`config.mk`:
```
export PLATFORM = sky130hd
export DESIGN_NAME = ntt_twiddle_gen
export DESIGN_NICKNAME = d
export VERILOG_FILES = /design/src/rtl/ntt_pkg.sv /design/src/rtl/tw_mulmod_const.sv /design/src/rtl/ntt_twiddle_gen.sv
export SDC_FILE = /design/constraint.sdc
export NUM_CORES = 2
export LEC_CHECK = 0
export CORE_MARGIN = 2
export CORE_UTILIZATION = 55
export CTS_CLUSTER_DIAMETER = 50
export DETAILED_ROUTE_END_ITERATION = 7
export GPL_TIMING_DRIVEN = 0
export PLACE_DENSITY = 0.71
export SYNTH_ARGS = -nofsm -noshare
export SYNTH_HDL_FRONTEND = slang
export SYNTH_HIERARCHICAL = 1
export SYNTH_SLANG_ARGS = --single-unit
```
`constraint.sdc`:
```
create_clock -name clk -period 17.6 [get_ports clk]
set_input_delay 5.28 -clock clk [delete_from_list [all_inputs] [get_ports clk]]
set_output_delay 5.28 -clock clk [all_outputs]
set_load 0.02 [all_outputs]
```
`src/rtl/ntt_pkg.sv`:
```
// Shared constants, types and helpers for the ML-KEM twiddle generator.
package ntt_pkg;

   localparam int unsigned Q_MOD     = 3329;
   localparam int unsigned ZETA_ROOT = 17;
   localparam int unsigned N_TW      = 128;
   localparam int unsigned IDX_W     = 7;

   // Barrett constant: floor(2^20 / Q_MOD); keeps the quotient estimate within one of exact
   localparam int unsigned BARRETT_M  = 314;
   localparam int unsigned BARRETT_SH = 20;

   typedef logic [11:0]      coeff_t;
   typedef logic [IDX_W-1:0] idx_t;

   typedef enum logic [1:0] {
      INIT   = 2'd0,
      IDLE   = 2'd1,
      STREAM = 2'd2
   } state_t;

   function automatic idx_t brv7(input idx_t k);
      idx_t r;
      for (int b = 0; b < IDX_W; b++) begin
         r[b] = k[IDX_W-1-b];
      end
      return r;
   endfunction

endpackage

```
`src/rtl/tw_mulmod_const.sv`:
```
// Combinational r = (a * ZETA_ROOT) mod Q_MOD for a < Q_MOD; one Barrett step plus one
// conditional subtract.
module tw_mulmod_const
   import ntt_pkg::*;
(
   input  coeff_t a,
   output coeff_t r
);

   logic [16:0] prod;
   logic [24:0] t;
   logic [4:0]  q_est;
   logic [12:0] r0;
   logic [12:0] r1;

   always_comb begin
      prod  = {5'd0, a} * 17'(ZETA_ROOT);
      t     = 25'(prod) * 25'(BARRETT_M);
      q_est = 5'(t >> BARRETT_SH);
      // q_est is q or q-1, so the remainder lands in [0, 2*Q_MOD)
      r0    = 13'(prod - 17'(q_est) * 17'(Q_MOD));
      r1    = r0 - 13'(Q_MOD);
      r     = (r0 >= 13'(Q_MOD)) ? coeff_t'(r1) : coeff_t'(r0);
   end

endmodule

```
`src/rtl/ntt_twiddle_gen.sv`:
```
// Twiddle source for the ML-KEM NTT: builds zeta[k] = 17^brv7(k) mod q after reset, then
// streams zeta[1..127] on start. Optional NTT_TW_INV_EN adds mode_inv for a k=127..1 stream.
//
// state  | meaning
// INIT   | building the table, one power of ZETA_ROOT per cycle
// IDLE   | table ready, waiting for start
// STREAM | reading the table into the 2-entry output skid
module ntt_twiddle_gen
   import ntt_pkg::*;
(
   input  logic        clk,
   input  logic        rst_n,
   input  logic        start,
`ifdef NTT_TW_INV_EN
   input  logic        mode_inv,
`endif
   output logic [11:0] tw_data,
   output logic [6:0]  tw_idx,
   output logic        tw_valid,
   input  logic        tw_ready,
   output logic        tw_last,
   output logic        busy,
   output logic        init_done
);

   state_t state;
   coeff_t p;
   coeff_t p_next;
   idx_t   init_i;

   coeff_t table_mem [N_TW];

   idx_t   issue_k;
   idx_t   issue_cnt;
   logic   dir_inv;
   logic   start_inv;

   coeff_t rd_data;
   idx_t   rd_idx;
   logic   rd_last;
   logic   rd_v;

   coeff_t skid_data;
   idx_t   skid_idx;
   logic   skid_last;
   logic   skid_v;

   logic       pop;
   logic [1:0] fill;
   logic       issue_en;

`ifdef NTT_TW_INV_EN
   assign start_inv = mode_inv;
`else
   assign start_inv = 1'b0;
`endif

   tw_mulmod_const u_mulmod (
      .a (p),
      .r (p_next)
   );

   assign pop  = tw_valid & tw_ready;
   // Entries held next cycle if we do not issue now: head + skid + read in flight - pop
   assign fill = 2'({1'b0, tw_valid} + {1'b0, skid_v} + {1'b0, rd_v} - {1'b0, pop});
   assign issue_en = (state == STREAM) && (issue_cnt != '0) && (fill <= 2'd1);

   always_ff @(posedge clk) begin
      if (state == INIT) begin
         table_mem[brv7(init_i)] <= p;
      end
      if (issue_en) begin
         rd_data <= table_mem[issue_k];
      end
   end

   always_ff @(posedge clk or negedge rst_n) begin
      if (!rst_n) begin
         state     <= INIT;
         p         <= coeff_t'(1);
         init_i    <= '0;
         init_done <= 1'b0;
         busy      <= 1'b0;
         issue_k   <= '0;
         issue_cnt <= '0;
         dir_inv   <= 1'b0;
         rd_idx    <= '0;
         rd_last   <= 1'b0;
         rd_v      <= 1'b0;
         skid_data <= '0;
         skid_idx  <= '0;
         skid_last <= 1'b0;
         skid_v    <= 1'b0;
         tw_data   <= '0;
         tw_idx    <= '0;
         tw_last   <= 1'b0;
         tw_valid  <= 1'b0;
      end else begin
         rd_v <= issue_en;
         if (issue_en) begin
            rd_idx    <= issue_k;
            rd_last   <= (issue_cnt == idx_t'(1));
            issue_cnt <= issue_cnt - idx_t'(1);
            issue_k   <= dir_inv ? issue_k - idx_t'(1) : issue_k + idx_t'(1);
         end

         if (!tw_valid || pop) begin
            if (skid_v) begin
               tw_data  <= skid_data;
               tw_idx   <= skid_idx;
               tw_last  <= skid_last;
               tw_valid <= 1'b1;
               skid_v   <= rd_v;
               if (rd_v) begin
                  skid_data <= rd_data;
                  skid_idx  <= rd_idx;
                  skid_last <= rd_last;
               end
            end else if (rd_v) begin
               tw_data  <= rd_data;
               tw_idx   <= rd_idx;
               tw_last  <= rd_last;
               tw_valid <= 1'b1;
            end else begin
               tw_valid <= 1'b0;
            end
         end else if (rd_v) begin
            skid_data <= rd_data;
            skid_idx  <= rd_idx;
            skid_last <= rd_last;
            skid_v    <= 1'b1;
         end

         case (state)
            INIT: begin
               busy   <= 1'b1;
               p      <= p_next;
               init_i <= init_i + idx_t'(1);
               if (init_i == idx_t'(N_TW - 1)) begin
                  state     <= IDLE;
                  init_done <= 1'b1;
                  busy      <= 1'b0;
               end
            end
            IDLE: begin
               busy <= 1'b0;
               if (start) begin
                  state     <= STREAM;
                  busy      <= 1'b1;
                  dir_inv   <= start_inv;
                  issue_k   <= start_inv ? idx_t'(N_TW - 1) : idx_t'(1);
                  issue_cnt <= idx_t'(N_TW - 1);
               end
            end
            STREAM: begin
               if (pop && tw_last) begin
                  state <= IDLE;
                  busy  <= 1'b0;
               end
            end
            default: begin
               state <= INIT;
               busy  <= 1'b0;
            end
         endcase
      end
   end

endmodule

```
# ---- After elaboration in Yosys (flattened, before gate mapping)
# Memory sizes are Yosys's and may differ from the RTL's. A register that Yosys moved wholly into a read port is not among the register bits.
# Index checks and enable logic that the tools add are counted.
# W data, S select, Z words.
dict set report totals {
  regBits 88
  mem_bits_rw 1536
  input_bits 4
  word_cells 90
  n_memories 1
}
# name words word_bits rd rd_clocked_by_memory_dff wr line_no
set mem_list {}
lappend mem_list {table_mem 128 12 1 1 1 ntt_twiddle_gen.sv:31} ;# coeff_t table_mem [N_TW];
dict set report classes {
  n_addsub 8
  mul 3
  order_cmp 2
  n_eq_ne 8
  mux 37
  bitwise_logic 1
  reduce_logical 12
}
# cell n
set ops {}
lappend ops {{$mux W7} 11}
lappend ops {{$mux W12} 6}
lappend ops {{$mul A17 B8 Y24 const B} 1}
lappend ops {{$mul A12 B5 Y17 const B} 1}
lappend ops {{$mux W1} 15}
lappend ops {{$add A7 B1 Y7 const B} 2}
lappend ops {{$ge A13 B12 Y1 const B} 1}
lappend ops {{$mul A5 B12 Y13 const B} 1}
lappend ops {{$sub A13 B13 Y13} 1}
lappend ops {{$sub A12 B12 Y12 const B} 1}
lappend ops {{$eq A7 B1 Y1 const B} 1}
lappend ops {{$eq A7 B7 Y1 const B} 1}
lappend ops {{$reduce_bool A7 Y1} 1}
lappend ops {{$sub A7 B1 Y7 const B} 1}
lappend ops {{$mux W2} 3}
lappend ops {{$pmux W2 S3} 1}
lappend ops {{$ne A2 B1 Y1 const B} 2}
lappend ops {{$ne A2 B2 Y1 const B} 2}
lappend ops {{$reduce_and A2 Y1} 2}
lappend ops {{$reduce_bool A2 Y1} 2}
lappend ops {{$logic_and A1 B1 Y1} 3}
lappend ops {{$pmux W1 S3} 1}
lappend ops {{$reduce_and A3 Y1} 1}
lappend ops {{$add A1 B1 Y2} 1}
lappend ops {{9 further kinds} 9}

# ---- Logic depth before layout (Yosys ltp)
dict set report logic_depth {
  depth_word 8
  ltp_mapped 41
}

# ---- Cells and area by module
# The synthesis kept the hierarchy.
# module instances cells_per_inst area_each_um2 seq_area_each_um2
set modules_own_cells {}
lappend modules_own_cells {ntt_twiddle_gen 1 3162 63811.2 48687.9}
lappend modules_own_cells {tw_mulmod_const 1 485 4083.9 0.0}

# ---- Worst setup path after synthesis
# Ideal clock, no wire load.
dict set report synth_timing {
  path_kind {reg-to-reg}
  start {register p[1]}
  end {register p[1]}
  setup_ps 132
  t_arrival_ps 11352
  required_ps 17468
  slack_ps 6116
  stages_incl_launch_ff 42
  synth_period_minus_slack_ps 11484
  path_cell_list {dfrtp_1 -> ha_1 -> ha_1 -> fa_1 -> a21o_1 -> a21oi_1 -> o21ai_0 -> a21oi_1 -> o21bai_1 -> a21oi_1 -> nor2_1 -> xor2_1 -> fa_1 -> ha_1 -> fa_1 -> inv_1 -> fa_1 -> inv_1 -> (+6 left out) -> a21oi_1 -> xnor2_1 -> ha_1 -> ha_1 -> inv_1 -> ha_1 -> clkbuf_1 -> nand4_1 -> a21oi_1 -> a221oi_1 -> xnor2_1 -> nand2_1 -> mux2_4 -> or4_4 -> a31oi_4 -> nor2_4 -> mux2_4 -> mux2_2}
}
dict set report synth_between {
  elab_chain_cells 6
}
# element line_no
set synth_rtl {}
lappend synth_rtl {{start, declared} ntt_twiddle_gen.sv:27} ;# coeff_t p;
lappend synth_rtl {{start signal, assigned} ntt_twiddle_gen.sv:80} ;# p <= coeff_t'(1);
lappend synth_rtl {{start signal, assigned} ntt_twiddle_gen.sv:137} ;# p <= p_next;
lappend synth_rtl {{$mul A12 B5 Y17 *} tw_mulmod_const.sv:17} ;# prod = {5'd0, a} * 17'(ZETA_ROOT);
lappend synth_rtl {{$mul A17 B8 Y24} tw_mulmod_const.sv:18} ;# t = 25'(prod) * 25'(BARRETT_M);
lappend synth_rtl {{$mul A5 B12 Y13} tw_mulmod_const.sv:21} ;# r0 = 13'(prod - 17'(q_est) * 17'(Q_MOD));
lappend synth_rtl {{$sub A13 B13 Y13 *} tw_mulmod_const.sv:21}
lappend synth_rtl {{$sub A12 B12 Y12 or $ge A13 B12 Y1 (tied branches)} {tw_mulmod_const.sv:22, tw_mulmod_const.sv:23}}
lappend synth_rtl {{$mux W12 *} tw_mulmod_const.sv:23} ;# r = (r0 >= 13'(Q_MOD)) ? coeff_t'(r1) : coeff_t'(r0);
lappend synth_rtl {{via p_next[1]} ntt_twiddle_gen.sv:28} ;# coeff_t p_next;
# The timed path passes the listed nets; every way through them passes the cells marked *.
# A chain may end at the register's enable or synchronous reset.

# ---- Final worst setup path
dict set report layout_timing {
  start {register p[2]}
  end {register p[1]}
}
# Same word-level chain as after synthesis.

==> impl_metrics.yaml <==
run_status:
  status: "finished, violations left"
  violations: "capacitance limit, slew limit"
cts:
  root_buffer: "clkbuf_16"
  cts.clk_slew.worst_paths_ns: 0.06
  clk_latency_ns: 0.81
  cts_tree: "yes"
  cts_buffers: 157
  h-tree-depth: 4
  clock_path_buffers: 3
  cts_sinks: 1636
  post_cts_buffers: 0
  cts_hold_buffers: 0
  cts-resized-gates: 0
global_route:
  track_usage: 0.324
  grt_pass1_vias: 36270
  antenna_found_initial: 6
  grt_max_degree: 93
  overflow: 0
  grt_pass1_wl_um: 280000
die:
  rows: 128
  die_w_um: 355
  die_h_um: 355
  initial_core_util: 0.556
  core_sq_mm: 0.122
  dieArea_sq_mm: 0.126
  top_level_ports: 27
routing:
  ant_nets: 0
  routed_wl_um: 204000
  viasPerCell: 6.79
  first_iter_violations: 6661
  vias: 38147
  drt_pass1_iterations: 7
  wire_per_inst_um: 36.3
  drcViolationCount: 0
power:
  switching_share: 0.319
  p_leak_nw: 25.0
  p_clk_frac: 0.311
  combinationalPowerShare: 0.270
  internal_power_mw: 7.18
  cellPowerDensity_mw_per_mm2: 139
  p_switching_mw: 3.37
  pwr-share-seq: 0.419
  ir_worst_vdd_mv: 0.114
synth:
  yosys-top-cells-area: "edfxtp_1 68%, mux4_2 9.5%, mux2i_1 3.3%"
  async_reset_ff_frac: 0.0538
  syn-num-nets: 3801
  synthCells: 3647
  yosys.area.top_type: "edfxtp_1"
  yosys-top-cells-count: "1548 x edfxtp_1, 287 x mux4_2, 227 x mux2i_1"
  synth_adder_area_share: 0.0322
  synth_xor_area_frac: 0.00844
  synth.yosys.seq_area_share: 0.717
  syn_area_sq_mm: 0.0679
  synth_edf_count: 1548
  ys.flop_type: "edfxtp_1"
  ys_seq_elements: 1636
  muxShareOfSynthArea: 0.140
  synth.most_common_cell: "edfxtp_1"
  synth-simple-area-share: 0.0331
  avgSynthCellArea_sq_um: 18.6
  yosysTopAreaCellShare: 0.685
  synth_compound_area_frac: 0.0437
  ys.warnings.count: 6
  ys_types: 98
  synth_top_family_by_area: "multiplexers"
setup_path:
  cp_num_buf_inv: 5
  end_kind: "flip-flop"
  reg2reg_slack_ns: 6.00
  rr_startpoint: "p[2]"
  reg2reg_to: "p[1]"
  cp_common_cell: "ha_1"
  cp.required_ns: 18.26
  worstRegToRegCells: 41
  path_class: "reg -> reg"
  slowest_stage: "dfrtp_4"
  cp_max_fo: 79
  cp_top_family: "adder cells"
  slowest_delay_ns: 0.97
  worstPathArrival_ns: 12.26
  critPathLaunchType: "flip-flop"
sta:
  max-slew-margin-rel: -0.129
  holdWs_ns: 0.493
  fin_setup_tns_ns: 0
  tightest_slew_ns: 1.69
  maxSlewViolCount: 14
  rsz0062_at_grt: "false"
  hold_violations: 0
  post-route-period-util: 0.659
  fin_crit_ns: 11.60
  clock_skew_ns: 0.0322
  setup-violations-final: 0
  max_freq_ghz: 0.0862
job:
  cap_violations: 3
placed_design:
  gp_congestion: 0.978
  dp_hpwl_um: 132000
  portBuffers: 26
finish:
  finalNetCount: 4012
  drive_gt1_frac: 0.200
  area_growth_pct: 11.6
worst_hold_path:
  min_to: "init_done"
  min_path_cells: 1
  hp-start: "init_done"
  hold_path.class: "reg -> reg"
## worst register-to-register path: cells and delay by family (launching register included)
family	cells	cell delay, ns
AO/OA/AOI/OAI	14	3.08
multiplexers	3	0.86
adder cells (fa/ha/maj)	10	3.63
AND/OR/NAND/NOR	6	1.21
buffers and inverters	5	0.78
XOR/XNOR	3	0.95
flip-flops	1	0.97
## flip-flops by register name, indices dropped and copies added (netlist names)
name / flops
busy: 1
init_done: 1
init_i: 7
issue_cnt: 7
issue_k: 7
p: 12
rd_data: 12
rd_idx: 7
rd_last: 1
rd_v: 1
skid_data: 12
skid_idx: 7
skid_last: 1
skid_v: 1
state: 2
table_mem: 1536
tw_data: 12
tw_idx: 7
tw_last: 1
tw_valid: 1
## kinds of logic (layout without fill, tap and decap cells)
| family | Yosys count | after routing |
|---|---|---|
| multiplexers | 582 | 582 |
| buffers and inverters | 318 | 659 |
| AO/OA/AOI/OAI | 422 | 422 |
| AND/OR/NAND/NOR | 474 | 474 |
| XOR/XNOR | 63 | 63 |
| flip-flops | 1636 | 1636 |
| adder cells (fa/ha/maj) | 152 | 152 |
| other | 0 | 1 |
## layout by cell type (no fill, tap or decap), types with 12 or more instances in the layout
| cell type | instances |
|---|---|
| nand2b_1 | 13 |
| mux2i_1 | 227 |
| clkinv_1 | 36 |
| mux2_2 | 61 |
| clkbuf_1 | 94 |
| xor2_1 | 13 |
| buf_8 | 12 |
| a22o_1 | 31 |
| buf_6 | 32 |
| clkinv_2 | 27 |
| fa_1 | 39 |
| clkdlybuf4s50_1 | 25 |
| clkbuf_16 | 159 |
| buf_16 | 13 |
| o221ai_1 | 18 |
| o22ai_1 | 41 |
| a211oi_1 | 33 |
| dfrtp_1 | 76 |
| inv_1 | 127 |
| o21ai_0 | 36 |
| o21ai_1 | 14 |
| mux4_2 | 287 |
| buf_4 | 40 |
| edfxtp_1 | 1548 |
| xnor2_1 | 48 |
| nand3_1 | 27 |
| a22oi_1 | 49 |
| buf_2 | 48 |
| or3_1 | 13 |
| nor3_1 | 19 |
| nor2b_1 | 13 |
| a221oi_1 | 14 |
| nand2_1 | 126 |
| nor2_1 | 150 |
| nor2_2 | 39 |
| a31oi_1 | 14 |
| ha_1 | 111 |
| a21oi_1 | 89 |
## routing by layer
metal  wire length, um  share of wire  GRT usage
met4             11600          0.057      0.163
met3             29500           0.14      0.106
met2             89500           0.44      0.472
met1             73000           0.36      0.441
met5                33        0.00016          0
## per-stage QoR
| stage | instances | utilization | area [sq um] | setup slack (ns) | power [mW] |
|---|---|---|---|---|---|
| 2_1_floorplan | 3647 | - | 67900 | 6.12 | 6.07 |
| 3_3_place_gp | 5298 | 0.574 | 70200 | 2.98 | 7.19 |
| 3_5_place_dp | 5321 | 0.579 | 70800 | 5.99 | 7.22 |
| 4_1_cts | 5610 | 0.620 | 75700 | 5.95 | 10.4 |
| 5_1_grt | 5613 | 0.620 | 75800 | 5.27 | 10.7 |
| 6_report | 5614 | 0.620 | 75800 | 6.00 | 10.5 |
## power groups by stage
stage	Combinational, mW	Sequential [mW]	Clock [mW]
after floorplan	1.56	4.51	0
after global placement	2.70	4.49	0
after detailed placement	2.72	4.50	0
after CTS	2.73	4.42	3.28
after global routing	2.85	4.43	3.42
final	2.85	4.42	3.28
## worst max path at each step
| stage | startpoint | endpoint | slack [ns] | depth (start not counted) |
|---|---|---|---|---|
| finish | p[2] | p[1] | 6.00 | 41 |
| floorplan | p[1] | p[1] | 6.12 | 41 |
| global placement | p[1] | p[1] | 2.98 | 41 |
| CTS | p[2] | p[1] | 5.95 | 41 |
| global route | p[2] | p[1] | 5.27 | 41 |
| detailed placement | p[2] | p[1] | 5.99 | 41 |
## area by class of cell
class / count / area (sq um)
multi-input combinational: 1693 / 17600
clock buffer: 195 / 4140
tap: 1625 / 2030
inverter: 130 / 488
clock inverter: 94 / 793
fill: 8535 / 46400
buffer: 188 / 1230
timing repair buffer: 52 / 769
sequential: 1636 / 48700
antenna: 1 / 2.50
(Power assumes the default switching activity.)
